**config.mk**
```make
export PLATFORM = sky130hd
export DESIGN_NAME = apb_write_master_flat
export DESIGN_NICKNAME = d
export VERILOG_FILES = /design/src/rtl/apb_write_master_if.sv /design/src/rtl/apb_write_master.sv /design/src/flat_wrapper.sv
export SDC_FILE = /design/constraint.sdc
export NUM_CORES = 1
export LEC_CHECK = 0
export BUFFER_PORTS_ARGS = -buffer_cell sky130_fd_sc_hd__buf_4
export CORE_UTILIZATION = 30
export CTS_CLUSTER_DIAMETER = 120
export CTS_CLUSTER_SIZE = 28
export DETAILED_ROUTE_END_ITERATION = 8
export GPL_ROUTABILITY_DRIVEN = 0
export PLACE_DENSITY = 0.55
export SKIP_CTS_REPAIR_TIMING = 1
export SYNTH_ARGS = -nofsm -noshare
export SYNTH_HDL_FRONTEND = slang
export SYNTH_SLANG_ARGS = --single-unit
export TNS_END_PERCENT = 10
```
**constraint.sdc**
```tcl
create_clock -name PCLK -period 4.14 [get_ports PCLK]
set_clock_uncertainty 0.05 [all_clocks]
set_input_delay 0.414 -clock PCLK [delete_from_list [all_inputs] [get_ports PCLK]]
set_output_delay 0.414 -clock PCLK [all_outputs]
set_load 0.03 [all_outputs]
```
**src/rtl/apb_write_master_if.sv**
```systemverilog
// APB write bus between the write requester (master) and a completer (slave).
interface apb_write_master_if #(
  parameter int unsigned ADDR_W = 32,
  parameter int unsigned DATA_W = 32
);
  logic              PSEL;
  logic              PENABLE;
  logic              PWRITE;
  logic [ADDR_W-1:0] PADDR;
  logic [DATA_W-1:0] PWDATA;
  logic              PREADY;

  modport master (
    output PSEL,
    output PENABLE,
    output PWRITE,
    output PADDR,
    output PWDATA,
    input  PREADY
  );

  modport slave (
    input  PSEL,
    input  PENABLE,
    input  PWRITE,
    input  PADDR,
    input  PWDATA,
    output PREADY
  );
endinterface

```
**src/rtl/apb_write_master.sv**
```systemverilog
// Drains a small (address, data) command FIFO as APB write transfers with
// wait-state tolerance, per-transfer timeout and done/timeout pulses.
module apb_write_master #(
  parameter int unsigned ADDR_W     = 32,
  parameter int unsigned DATA_W     = 32,
  parameter int unsigned FIFO_DEPTH = 4,
  parameter int unsigned TIMEOUT    = 16
) (
  input  logic                PCLK,
  input  logic                PRESET,
  input  logic                cmd_valid,
  output logic                cmd_ready,
  input  logic [ADDR_W-1:0]   cmd_addr,
  input  logic [DATA_W-1:0]   cmd_data,
  apb_write_master_if.master  apb,
  output logic                done,
  output logic                timeout_err,
  output logic                busy
);

  localparam int unsigned PTR_W  = $clog2(FIFO_DEPTH);
  localparam int unsigned CNT_W  = PTR_W + 1;
  localparam int unsigned TCNT_W = $clog2(TIMEOUT + 1);

  localparam logic [CNT_W-1:0]  FULL_CNT = CNT_W'(FIFO_DEPTH);
  localparam logic [TCNT_W:0]   TO_LIMIT = (TCNT_W + 1)'(TIMEOUT);
  localparam logic [ADDR_W-1:0] ALIGN_MASK = ~ADDR_W'(3);

  localparam logic [1:0] IDLE   = 2'd0;
  localparam logic [1:0] SETUP  = 2'd1;
  localparam logic [1:0] ACCESS = 2'd2;

  typedef struct packed {
    logic [ADDR_W-1:0] addr;
    logic [DATA_W-1:0] data;
  } cmd_t;

  cmd_t              mem [FIFO_DEPTH];
  cmd_t              head;
  logic [PTR_W-1:0]  wr_ptr_q;
  logic [PTR_W-1:0]  rd_ptr_q;
  logic [CNT_W-1:0]  count_q;
  logic [CNT_W-1:0]  count_d;
  logic [1:0]        state_q;
  logic [1:0]        state_d;
  logic [TCNT_W-1:0] tcnt_q;
  logic [TCNT_W-1:0] tcnt_d;
  logic [TCNT_W:0]   tcnt_inc;
  logic              push;
  logic              pop;
  logic              fifo_empty;
  logic              done_d;
  logic              terr_d;
  logic              psel_q;
  logic              penable_q;
  logic [ADDR_W-1:0] paddr_q;
  logic [DATA_W-1:0] pwdata_q;

  assign push       = cmd_valid && cmd_ready;
  assign fifo_empty = (count_q == '0);
  assign head       = mem[rd_ptr_q];

  assign apb.PSEL    = psel_q;
  assign apb.PENABLE = penable_q;
  assign apb.PWRITE  = psel_q;
  assign apb.PADDR   = paddr_q;
  assign apb.PWDATA  = pwdata_q;

  // Storage needs no reset: occupancy and pointers define validity.
  always_ff @(posedge PCLK) begin
    if (push) begin
      mem[wr_ptr_q] <= {cmd_addr, cmd_data};
    end
  end

  // Next state, pop decision and timeout tracking.
  always_comb begin
    state_d  = state_q;
    tcnt_d   = tcnt_q;
    pop      = 1'b0;
    done_d   = 1'b0;
    terr_d   = 1'b0;
    tcnt_inc = {1'b0, tcnt_q} + (TCNT_W + 1)'(1);

    case (state_q)
      IDLE: begin
        if (!fifo_empty) begin
          pop     = 1'b1;
          state_d = SETUP;
        end
      end
      SETUP: begin
        state_d = ACCESS;
        tcnt_d  = '0;
      end
      ACCESS: begin
        // A PREADY arriving on the last allowed cycle still completes.
        if (apb.PREADY) begin
          done_d = 1'b1;
          if (!fifo_empty) begin
            pop     = 1'b1;
            state_d = SETUP;
          end else begin
            state_d = IDLE;
          end
        end else if (tcnt_inc >= TO_LIMIT) begin
          terr_d  = 1'b1;
          state_d = IDLE;
          tcnt_d  = TO_LIMIT[TCNT_W-1:0];
        end else begin
          tcnt_d = tcnt_inc[TCNT_W-1:0];
        end
      end
      default: state_d = IDLE;
    endcase

    count_d = count_q + CNT_W'(push) - CNT_W'(pop);
  end

  // State, FIFO bookkeeping and registered outputs.
  always_ff @(posedge PCLK) begin
    if (PRESET) begin
      state_q     <= IDLE;
      wr_ptr_q    <= '0;
      rd_ptr_q    <= '0;
      count_q     <= '0;
      tcnt_q      <= '0;
      psel_q      <= 1'b0;
      penable_q   <= 1'b0;
      paddr_q     <= '0;
      pwdata_q    <= '0;
      done        <= 1'b0;
      timeout_err <= 1'b0;
      busy        <= 1'b0;
      cmd_ready   <= 1'b1;
    end else begin
      state_q     <= state_d;
      count_q     <= count_d;
      tcnt_q      <= tcnt_d;
      if (push) begin
        wr_ptr_q <= wr_ptr_q + PTR_W'(1);
      end
      if (pop) begin
        rd_ptr_q <= rd_ptr_q + PTR_W'(1);
        paddr_q  <= head.addr & ALIGN_MASK;
        pwdata_q <= head.data;
      end
      psel_q      <= (state_d != IDLE);
      penable_q   <= (state_d == ACCESS);
      done        <= done_d;
      timeout_err <= terr_d;
      busy        <= (count_d != '0) || (state_d != IDLE);
      cmd_ready   <= (count_d != FULL_CNT);
    end
  end

endmodule

```
**src/flat_wrapper.sv**
```systemverilog
// flat-port wrapper written by rule: the top's interface ports become plain ports
module apb_write_master_flat 
#(
  parameter int unsigned ADDR_W     = 32,
  parameter int unsigned DATA_W     = 32,
  parameter int unsigned FIFO_DEPTH = 4,
  parameter int unsigned TIMEOUT    = 16
)
  (PCLK, PRESET, cmd_valid, cmd_ready, cmd_addr, cmd_data, done, timeout_err, busy, apb_PSEL, apb_PENABLE, apb_PWRITE, apb_PADDR, apb_PWDATA, apb_PREADY);
  apb_write_master_if #(.ADDR_W(ADDR_W), .DATA_W(DATA_W)) apb_i ();
  input  logic PCLK;
  input  logic PRESET;
  input  logic cmd_valid;
  output logic cmd_ready;
  input  logic [ADDR_W-1:0] cmd_addr;
  input  logic [DATA_W-1:0] cmd_data;
  output logic done;
  output logic timeout_err;
  output logic busy;
  output wire logic [$bits(apb_i.PSEL)-1:0] apb_PSEL;
  output wire logic [$bits(apb_i.PENABLE)-1:0] apb_PENABLE;
  output wire logic [$bits(apb_i.PWRITE)-1:0] apb_PWRITE;
  output wire logic [$bits(apb_i.PADDR)-1:0] apb_PADDR;
  output wire logic [$bits(apb_i.PWDATA)-1:0] apb_PWDATA;
  input wire logic [$bits(apb_i.PREADY)-1:0] apb_PREADY;
  assign apb_PSEL = apb_i.PSEL;
  assign apb_PENABLE = apb_i.PENABLE;
  assign apb_PWRITE = apb_i.PWRITE;
  assign apb_PADDR = apb_i.PADDR;
  assign apb_PWDATA = apb_i.PWDATA;
  assign apb_i.PREADY = apb_PREADY;
  apb_write_master #(.ADDR_W(ADDR_W), .DATA_W(DATA_W), .FIFO_DEPTH(FIFO_DEPTH), .TIMEOUT(TIMEOUT)) u_core (.PCLK(PCLK), .PRESET(PRESET), .cmd_valid(cmd_valid), .cmd_ready(cmd_ready), .cmd_addr(cmd_addr), .cmd_data(cmd_data), .apb(apb_i), .done(done), .timeout_err(timeout_err), .busy(busy));
endmodule
```
==> impl_metrics.tcl <==
set metrics [dict create \
    hpwl_um 13300 \
    dieHeight_um 202 \
    io_pins 139 \
    area_growth_syn_to_layout_pct 16.7 \
    hold_viol 0 \
    cts_buffers 15 \
    grt_max_degree 79 \
    startpoint_type "register" \
    synthFlopType "edfxtp_1" \
    p_per_area_nw_per_um2 632 \
    maxSlewHeadroom 0.256 \
    cap_violations 0 \
    die-area_um2 40600 \
    drt_iter0_markers 246 \
    total_switching_power_uw 2970 \
    die_w_um 202 \
    hold_path.class "in -> reg" \
    ant_nets 0 \
    arrival_ns 3.04 \
    fin_crit_sh 0.640 \
    drc 0 \
    core_um2 38900 \
    cp.required_ns 4.53 \
    ys_ff_latch 330 \
    syn_inst 689 \
    fin_crit_ns 2.65 \
    synth_area_um2 11900 \
    cts_htree_levels 1 \
    drt_pre_antenna_iters 4 \
    final_util 0.358 \
    ys_seq_area_frac 0.761 \
    tritoncts "built" \
    cts-root-buf "clkbuf_16" \
    grt.total_usage 0.123 \
    setup_violations 0 \
    ys_types 35 \
    rsz0062_at_grt "no" \
    intPower_uw 5840 \
    cts_buffer_depth 3 \
    drive_gt1_frac 0.284 \
    fin_nets 887 \
    start_util 0.307 \
    grt_pass1_vias 6278 \
    io_buffers 134 \
    rows 72 \
    diodes 0 \
    worstSetupEndpointType "register" \
    critical_path_class "reg -> reg" \
    gr-total-overflow 0 \
    tns_ns 0 \
    wl_per_cell_um 18.6 \
    maxSlewViolCount 0 \
    async_reset_ff_frac 0 \
    vias_per_cell 4.57 \
    ir_drop_uv 480 \
    wirelength_um 24800 \
    fmax_ghz 0.377 \
    clkTransAtPathRegs_ns 0.11 \
    ys.warnings.count 0 \
    worst_slew_pin_slew_ns 1.12 \
    p_leak_uw 0.00470 \
    seqPwrFrac 0.499 \
    clock-sinks 330 \
    via_count 6110 \
    syn_area_per_cell_um2 17.3 \
    switching_share 0.337 \
    synth-edff-count 248 \
    clk-insertion-delay-late_ns 0.52 \
    grt_pass1_wl_um 37800 \
    antenna_found_initial 0 \
    clockPowerShare 0.191 \
    fillers 3738 \
    combPwrFrac 0.310 \
    cp_max_fo 7 \
    status "finished, final reports clean" \
]
-- final cells by class --
class / count / area (um2) / share of cell area
flip-flops and latches: 330 / 9100 / 0.652
multi-input cells: 313 / 2670 / 0.191
repair buffers: 143 / 1090 / 0.0779
well taps: 518 / 648 / 0.0465
clock buffers: 23 / 405 / 0.0291
inverters: 8 / 30.0 / 0.00215
clock inverters: 1 / 8.76 / 0.000628
-- layer usage --
metal / vias to the layer above / track usage / share of wire
met5: - / 0 / 0
met4: 0 / 0.0311 / 0.016
met3: 25 / 0.0196 / 0.033
met2: 87 / 0.202 / 0.48
met1: 3177 / 0.169 / 0.47
li1: 2821 / - / -
-- Yosys cell counts, types with 2 or more instances --
cell      count  area, um2
edfxtp_1    248       7450
nand2_1     129        484
dfxtp_1      82       1640
a21oi_1      65        325
mux4_2       62       1400
clkbuf_1     15       56.3
buf_2        13       65.1
nor2_1       11       41.3
inv_1         8       30.0
ha_1          7       87.6
buf_1         6       22.5
buf_4         5       37.5
and3_1        4       25.0
nor2b_1       4       25.0
xnor2_1       4       35.0
a31oi_1       3       18.8
nor3_1        3       15.0
a22o_1        2       17.5
nand3_1       2       10.0
-- power by group through the flow --
stage / combinational [uW] / sequential, uW / clock (uW)
6_report: 2730 / 4400 / 1680
3_5_place_dp: 2810 / 4500 / 0
5_1_grt: 2980 / 4470 / 1850
3_3_place_gp: 2800 / 4480 / 0
2_1_floorplan: 1460 / 4800 / 0
4_1_cts: 2810 / 4420 / 1760
-- flip-flops by register name, indices dropped and copies added, names as in the netlist --
register and count:
u_core.timeout_err 1, u_core.cmd_ready 1, u_core.count_q 3, u_core.tcnt_q 5, u_core.rd_ptr_q 2, u_core.done 1, u_core.apb.PSEL 1, u_core.mem 248
u_core.apb.PWDATA 32, u_core.state_q 2, u_core.apb.PADDR 30, u_core.busy 1, u_core.apb.PENABLE 1, u_core.wr_ptr_q 2
-- metrics by stage --
step / power [uW] / setup slack [ns] / instances / area (um2) / hold slack [ns]
2_1_floorplan: 6260 / 1.51 / 690 / 11900 / 0.419
3_3_place_gp: 7280 / 1.45 / 1312 / 13500 / 0.394
3_5_place_dp: 7300 / 1.44 / 1312 / 13500 / 0.399
4_1_cts: 8990 / 1.49 / 1336 / 13900 / 0.0105
5_1_grt: 9310 / 1.32 / 1336 / 13900 / 0.0130
6_report: 8810 / 1.49 / 1336 / 13900 / 0.0430
-- worst max-delay path, stage by stage, from the launching register on --
cell and delay, ns:
dfxtp_1 0.37, nor2b_1 0.17, or3_2 0.43, inv_2 0.07, ha_1 0.12, inv_1 0.04, ha_1 0.19, fa_1 0.36
xor3_1 0.36, nor2_1 0.19, nor2_1 0.07, a31oi_1 0.16
-- layout by cell type (no fill, tap or decap), types with 3 or more instances in the layout --
master,synthesis,routed
a31oi_1,3,3
nor2_1,11,11
ha_1,7,7
clkbuf_1,15,8
nor3_1,3,3
nand2_1,129,129
inv_1,8,7
and3_4,0,4
nor2b_1,4,4
clkbuf_16,0,15
xnor2_1,4,4
dfxtp_1,82,80
buf_4,5,142
mux4_2,62,62
a21oi_1,65,65
edfxtp_1,248,248
-- worst paths after layout --
kind / cells past startpoint / endpoint / slack [ns] / startpoint
max: 11 / u_core.busy$_SDFF_PP0_ / 1.49 / u_core.state_q[1]$_SDFF_PP0_
min: 1 / u_core.mem[3][34]$_DFFE_PP_ / 0.04 / cmd_addr[2]
min reg2reg: 2 / u_core.apb.PADDR[24]$_SDFFE_PP0P_ / 0.41 / u_core.apb.PADDR[24]$_SDFFE_PP0P_
max reg2reg: 11 / u_core.busy$_SDFF_PP0_ / 1.49 / u_core.state_q[1]$_SDFF_PP0_
-- logic make-up (layout without fill, tap and decap cells) --
group | count (synthesis) | in the layout | share of synthesized area
buffers and inverters | 47 | 175 | 0.0177
AND/OR/NAND/NOR | 161 | 161 | 0.0566
AO/OA/AOI/OAI | 75 | 75 | 0.0334
multiplexers | 62 | 62 | 0.117
XOR/XNOR | 5 | 5 | 0.00492
flip-flops | 330 | 330 | 0.761
other | 1 | 2 | 0.000314
adder cells (fa/ha/maj) | 8 | 8 | 0.00901
Note: power is estimated with default switching activity, not from simulation.
